`config.mk`:
```
export PLATFORM = sky130hd
export DESIGN_NAME = issue_arbiter
export DESIGN_NICKNAME = d
export VERILOG_FILES = /design/src/rtl/issue_arbiter.sv
export SDC_FILE = /design/constraint.sdc
export NUM_CORES = 1
export LEC_CHECK = 0
export BUFFER_PORTS_ARGS = -buffer_cell sky130_fd_sc_hd__buf_2
export CORE_AREA = 2 2 408 410
export DETAILED_ROUTE_END_ITERATION = 8
export DIE_AREA = 0 0 410 412
export SLEW_MARGIN = 25
export SYNTH_ARGS = -nofsm -noshare
export SYNTH_HDL_FRONTEND = slang
export SYNTH_SLANG_ARGS = --single-unit
```
`constraint.sdc`:
```
create_clock -name clock -period 7.4 [get_ports clock]
set_clock_uncertainty 0.15 [all_clocks]
set_input_delay 0.37 -clock clock [delete_from_list [all_inputs] [get_ports clock]]
set_output_delay 0.37 -clock clock [all_outputs]
set_load 0.005 [all_outputs]
```
`src/rtl/issue_arbiter.sv`:
```
// issue_arbiter: round-robin selection of one ready instruction-buffer head per
// cycle. The winner lands in a single-entry output register that feeds the
// issue stage through a valid/ready handshake.
// Optional build macro ISSUE_ARBITER_PERF_EN adds the perf_issued and
// perf_backpressure counters.

module issue_arbiter #(
   parameter int NUM_WARPS = 8,
   parameter int ARCH_LEN  = 32,
   parameter int INST_BITS = 64,
   parameter int NUM_LANES = 16,
   localparam int WID_BITS = (NUM_WARPS > 1) ? $clog2(NUM_WARPS) : 1
) (
   input  logic                            clock,
   input  logic                            reset,
   input  logic [NUM_WARPS-1:0]            ibuf_valid,
   output logic [NUM_WARPS-1:0]            ibuf_ready,
   input  logic [NUM_WARPS*ARCH_LEN-1:0]   ibuf_pc,
   input  logic [NUM_WARPS*INST_BITS-1:0]  ibuf_raw,
   input  logic [NUM_WARPS*NUM_LANES-1:0]  ibuf_tmask,
   input  logic [NUM_WARPS-1:0]            warp_stall,
   input  logic                            flush_valid,
   input  logic [WID_BITS-1:0]             flush_wid,
   output logic                            iss_valid,
   input  logic                            iss_ready,
   output logic [WID_BITS-1:0]             iss_wid,
   output logic [ARCH_LEN-1:0]             iss_pc,
   output logic [INST_BITS-1:0]            iss_raw,
   output logic [NUM_LANES-1:0]            iss_tmask
`ifdef ISSUE_ARBITER_PERF_EN
   ,
   output logic [31:0]                     perf_issued,
   output logic [31:0]                     perf_backpressure
`endif
);

   logic [WID_BITS-1:0]  last_grant;
   logic [NUM_WARPS-1:0] flush_mask;
   logic [NUM_WARPS-1:0] cand;
   logic                 load_en;
   logic                 found;
   logic [WID_BITS-1:0]  win;
   logic                 grant;

   // Eligible heads: valid, not held by the scoreboard, and not being flushed.
   always_comb begin
      flush_mask = '0;
      for (int g = 0; g < NUM_WARPS; g++) begin
         flush_mask[g] = flush_valid && (flush_wid == WID_BITS'(g));
      end
      cand    = ibuf_valid & ~warp_stall & ~flush_mask;
      load_en = !iss_valid || iss_ready;
   end

   // Round-robin pick: first eligible warp searching upward from last_grant+1, wrapping.
   always_comb begin
      int                  idx;
      logic [WID_BITS-1:0] idx_w;
      found = 1'b0;
      win   = '0;
      idx   = 0;
      idx_w = '0;
      for (int i = 1; i <= NUM_WARPS; i++) begin
         idx   = (int'(last_grant) + i) % NUM_WARPS;
         idx_w = WID_BITS'(idx);
         if (!found && cand[idx_w]) begin
            found = 1'b1;
            win   = idx_w;
         end
      end
      grant = !reset && load_en && found;
   end

   // Dequeue strobe goes one-hot to the winner only on a real grant.
   always_comb begin
      ibuf_ready = '0;
      for (int g = 0; g < NUM_WARPS; g++) begin
         ibuf_ready[g] = grant && (win == WID_BITS'(g));
      end
   end

   // Output register: load on grant, drain on handshake, drop a held entry whose warp is flushed.
   always_ff @(posedge clock) begin
      if (reset) begin
         iss_valid  <= 1'b0;
         iss_wid    <= '0;
         iss_pc     <= '0;
         iss_raw    <= '0;
         iss_tmask  <= '0;
         last_grant <= WID_BITS'(NUM_WARPS - 1);
      end else if (grant) begin
         iss_valid  <= 1'b1;
         iss_wid    <= win;
         iss_pc     <= ibuf_pc[int'(win)*ARCH_LEN +: ARCH_LEN];
         iss_raw    <= ibuf_raw[int'(win)*INST_BITS +: INST_BITS];
         iss_tmask  <= ibuf_tmask[int'(win)*NUM_LANES +: NUM_LANES];
         last_grant <= win;
      end else if (load_en) begin
         iss_valid <= 1'b0;
      end else if (flush_valid && (flush_wid == iss_wid)) begin
         iss_valid <= 1'b0;
      end
   end

`ifdef ISSUE_ARBITER_PERF_EN
   // Count completed issues and cycles the issue stage pushed back; both wrap.
   always_ff @(posedge clock) begin
      if (reset) begin
         perf_issued       <= '0;
         perf_backpressure <= '0;
      end else begin
         if (iss_valid && iss_ready) begin
            perf_issued <= perf_issued + 32'd1;
         end
         if (iss_valid && !iss_ready) begin
            perf_backpressure <= perf_backpressure + 32'd1;
         end
      end
   end
`endif

endmodule

```
# Word level (Yosys, flattened, before mapping)
# Cells that the tools add are included.
# totals
word_cells	118
inputBits	919
output_inout_bits	124
register_bits	119
# op_classes
eq_ne	15
mux	35
n_lt_le_gt_ge	8
n_reduce_logical	39
add_sub_neg	8
n_shift	3
bitwise_logic	4
# op_table
cell	count
$shiftx 512x10->64	1
$shiftx 256x9->32	1
$shiftx 128x8->16	1
$lt 3x4->1 const B	8
$logic_and 1x1->1	26
$bmux 1 s3	8
$eq 3x3->1 const B	8
$mux 3	8
$mux 1	19
$and 8x8->8	2
$not 8->8	2
$add 3x3->3 const B	4
$eq 3x2->1 const B	4
$logic_not 1->1	9
$add 3x1->3 const B	2
$add 3x2->3 const B	2
$eq 3x1->1 const B	2
$logic_not 3->1	2
$eq 3x3->1	1
$reduce_bool 3->1	1
$logic_or 1x1->1	1

# Longest topological paths before layout
# logic_depth
word_depth	30
depth_mapped	20
ltp_nobuf	12

# Least setup slack after synthesis
# Ideal clock, no wire load.
# synth_timing
path_kind	register -> output
from	reg last_grant[0]
to	out ibuf_ready[1]
required_ps	6880
path_stages_with_launch	19
arrival_ps	4293
path_buffers	7
slack_ps	2587
cell_sequence	dfxtp_1 > clkbuf_1 > inv_1 > buf_2 > buf_1 > ha_1 > buf_2 > buf_4 > or3b_1 > nor2_1 > a21oi_1 > mux4_2 > and2_1 > a311o_1 > nor3_2 > buf_2 > buf_2 > nand2_1 > nor2_1
# synth_via
elab_chain_len	27
word_cells_on_any_way	57
classes_between	add/sub: 8; eq/ne: 1; mux: 32; reduce/logical: 16
# synth_lines
element	line_no	source
start: declaration	37	logic [WID_BITS-1:0] last_grant;
start signal: assignment	90	last_grant <= WID_BITS'(NUM_WARPS - 1);
start signal: assignment	97	last_grant <= win;
$add 3x1->3	64	idx = (int'(last_grant) + i) % NUM_WARPS;
$bmux 1 s3	66	if (!found && cand[idx_w]) begin
$mux 1 (implied by the code)	66	
$mux 1	66	
$logic_not 1->1	66	
$logic_and 1x1->1	66	
$mux 1	66	
$logic_not 1->1	66	
[... 11 more ...]	--	
$logic_not 1->1	66	
$logic_and 1x1->1	66	
$mux 1	66	
$logic_not 1->1	66	
$logic_and 1x1->1	66	
$mux 3 or $mux 1 (tied branches)	66	
$eq 3x1->1 or $logic_and 1x1->1 (tied branches)	78, 71	
$logic_and 1x1->1 *	78	ibuf_ready[g] = grant && (win == WID_BITS'(g));
end: declaration	17	output logic [NUM_WARPS-1:0] ibuf_ready,
# Mark *: on every way between the ends. The rest lies on a longest branch, timed or not. The select of a mux whose other input is x is not followed.

# Final worst setup path
# layout_timing
from	reg last_grant[1]
to	reg iss_raw[54]
# layout_via
elab_chain_len	26
word_cells_on_any_way	56
classes_between	add/sub: 8; shift: 1; mux: 32; reduce/logical: 15
# layout_lines
element	line_no	source
$add 3x1->3	64	
$bmux 1 s3	66	
$mux 1 (implied by the code)	66	
$mux 1	66	
$logic_not 1->1	66	
$logic_and 1x1->1	66	
$mux 1	66	
$logic_not 1->1	66	
[... 10 more ...]	--	
$mux 1	66	
$logic_not 1->1	66	
$logic_and 1x1->1	66	
$mux 1	66	
$logic_not 1->1	66	
$logic_and 1x1->1	66	
$mux 3 or $mux 1 (tied branches)	66	
$shiftx 512x10->64 or $logic_and 1x1->1 (tied branches)	95, 71	
end signal: assignment	95	iss_raw <= ibuf_raw[int'(win)*INST_BITS +: INST_BITS];
end: declaration	28	output logic [INST_BITS-1:0] iss_raw,
# Parallel ways exist; a longest one is shown, timed or not. The select of a mux whose other input is x is not followed.
# A chain may end at the register's enable or synchronous reset.

==> reports/results.ini <==
[status]
status=completed

[logic_synthesis]
synth_flop_cell=dfxtp_1
syn_inst=2187
netlist_top_cells_area=dfxtp_1 15%, mux2i_1 15%, nand2_1 8.7%
synth_xor_area_share_pct=0.5064
ys_ff_latch=119
synth_top_area_share_pct=15.31
yosysTopAreaCell=dfxtp_1
synthDistinctLibCells=68
syn_avg_cell_area_um2=7.117
synth_edf_count=0
synth_area_um2=15560
post_synth_and_or_nand_nor_area_fraction_pct=24.90
synth_top_family_by_area=compound AO/OA/AOI/OAI gates
syn_nets=3108
synthAdderAreaFrac_pct=0.1608
ys_warn_count=0
synth_mux_area_share_pct=16.22
yosysSeqAreaShare_pct=15.31
async_flop_share_pct=0
synth_compound_area_share_pct=35.48

[worst_setup_path]
r2r_end=iss_raw[54]$_SDFFE_PP0P_
critPathMaxFanout=112
path_class=flop to flop
worst_r2r_path_depth=15
cp.arrival_ns=6.85
cp-startpoint=last_grant[1]$_SDFFE_PP1P_
critPathRequiredTime_ns=7.68
end_kind=flop
rrSetupSlack_ns=0.82
crit_path_start_kind=flop
endpoint=iss_raw[54]$_SDFFE_PP0P_
regToRegStartpoint=last_grant[1]$_SDFFE_PP1P_

[route]
wl_per_cell_um=25.01
drc=0
first_iter_violations=2909
wl_mm=135.0
antenna_left=0
dr.pass1.iters=6
route.vias.total=24074
vias_per_cell=4.461

[place]
placed_cell_area_um2=23180
hpwlAfterDp_mm=105.6
port_buffers=1042
gp_congestion=0.9674

[cts]
cts_max_path_buffers=2
postCtsSetupBuffers=0
postCtsResizedCells=0
clkLatencyLatePin_ns=0.53
cts_hold_buf=126
cts_root_buf=clkbuf_16
clock-sinks=119
htreeDepth=4
numCtsBuffers=17
clk_pin_slew_ns=0.07
cts_tree=done

[floorplanning]
start_util_pct=9.477
dieArea_um2=168900
rows=149
pin_count=1043
die_y_um=412
die_w_um=410
core_um2=164200

[sta]
final-hold-violation-count=0
timing.fmax_mhz=152.1
finalSetupTns_ns=0
min_period_over_period_pct=88.86
rsz0062_at_grt=false
fin_crit_ns=6.576
maxSlewHeadroom_pct=23.52
setup_viol=0
drv_slew=0
worst_pin_slew_ns=1.147

[worst_hold_path]
hold_start=ibuf_raw[198]
min_path_type=primary input to flop

[global_routing]
antenna_found_initial=89
grt_pass1_vias=22169
track_usage_pct=15.09
grt_pass1_wl_mm=178.0
grt_max_degree=113
overflow=0

[layout]
final_cell_mix=1,042 x buf_2, 358 x nand2_1, 232 x nand3_1, 232 x mux2i_1, 126 x dlygate4sd3_1
final_common_cell=buf_2
layout-drive-gt1-share_pct=36.73
area_growth_pct=61.50
nets=4078
postLayoutCellArea_um2=25140
nFillCells=18869
fin_util_pct=15.30

[job]
cap_violations=0

[synth_stat cells, types with 19 or more instances]
cell type and n:
a22o_1 113, nand2_1 360, o21ai_0 120, clkbuf_1 183
mux2i_1 232, o211ai_1 114, buf_1 41, a32oi_1 117
a311o_1 113, and3_1 115, nand3_1 233, dfxtp_1 119
a21oi_1 119, buf_2 39, nor2_1 19
[area by class of cell]
| type | instances | area [µm²] | share of cell area, % |
|---|---|---|---|
| Antenna cell | 38 | 95.09 | 0.3783 |
| Clock buffer | 18 | 429.2 | 1.707 |
| Clock inverter | 13 | 147.6 | 0.5874 |
| Inverter | 8 | 30.03 | 0.1195 |
| Multi-Input combinational cell | 1788 | 12130 | 48.24 |
| Sequential cell | 119 | 2386 | 9.492 |
| Tap cell | 2189 | 2739 | 10.90 |
| Timing Repair Buffer | 1223 | 7184 | 28.58 |
[cell families (layout without fill, tap and decap cells)]
| kind of cell | count (synthesis) | in the layout |
|---|---|---|
| compound gates | 735 | 735 |
| xor+xnor | 9 | 9 |
| fa+ha+maj | 2 | 2 |
| buf+inv | 280 | 1262 |
| flops | 119 | 119 |
| mux | 244 | 244 |
| other cells | 0 | 38 |
| simple gates | 798 | 798 |
[state kept, by name, summed over array words and instances (netlist names)]
signal and count:
iss_raw 64, iss_pc 32, iss_tmask 16, iss_wid 3
last_grant 3, iss_valid 1
[how the worst min path moves through the flow]
stage,cells after the start,slack [ns],end
after detailed placement,2,0.34,iss_wid[0]$_SDFFE_PP0P_
final,4,0.05,iss_raw[6]$_SDFFE_PP0P_
after global routing,4,0.03,iss_raw[8]$_SDFFE_PP0P_
after CTS,4,0.0006,iss_pc[30]$_SDFFE_PP0P_
after global placement,2,0.33,iss_wid[0]$_SDFFE_PP0P_
after floorplan,2,0.31,iss_wid[0]$_SDFFE_PP0P_
[metrics by stage]
step | setup slack (ns) | hold WS, ns | cells
CTS | 0.6422 | 0.0006455 | 5357
global placement | 1.304 | 0.3347 | 5200
detailed placement | 1.212 | 0.3428 | 5200
global route | 0.4483 | 0.02613 | 5372
floorplan | 2.587 | 0.3131 | 2187
finish | 0.8244 | 0.05495 | 5396
[critical path, stage by stage (launching register included)]
cell	delay, ns
dfxtp_1	0.84
inv_1	0.21
ha_1	0.61
or3b_1	0.49
nor2_1	0.12
a21oi_1	0.06
mux4_2	0.58
a211o_1	0.40
a22oi_2	0.26
buf_4	0.55
a22oi_2	0.25
buf_12	0.31
nand3_1	0.38
a21oi_1	0.11
a311o_1	0.28
dlygate4sd3_1	0.55
[metal layers]
layer | up-vias | routed length [µm] | track usage [%] | share of wire, %
li1 | 10481 | - | - | -
met1 | 11520 | 52590 | 18.14 | 39
met2 | 1693 | 61160 | 23.86 | 45
met3 | 328 | 14610 | 5.500 | 11
met4 | 52 | 6277 | 6.973 | 4.7
met5 | - | 335 | 0 | 0.25
Power is not shown: default switching activity piles up to over one toggle a cycle in this logic, so the estimate is an artifact.
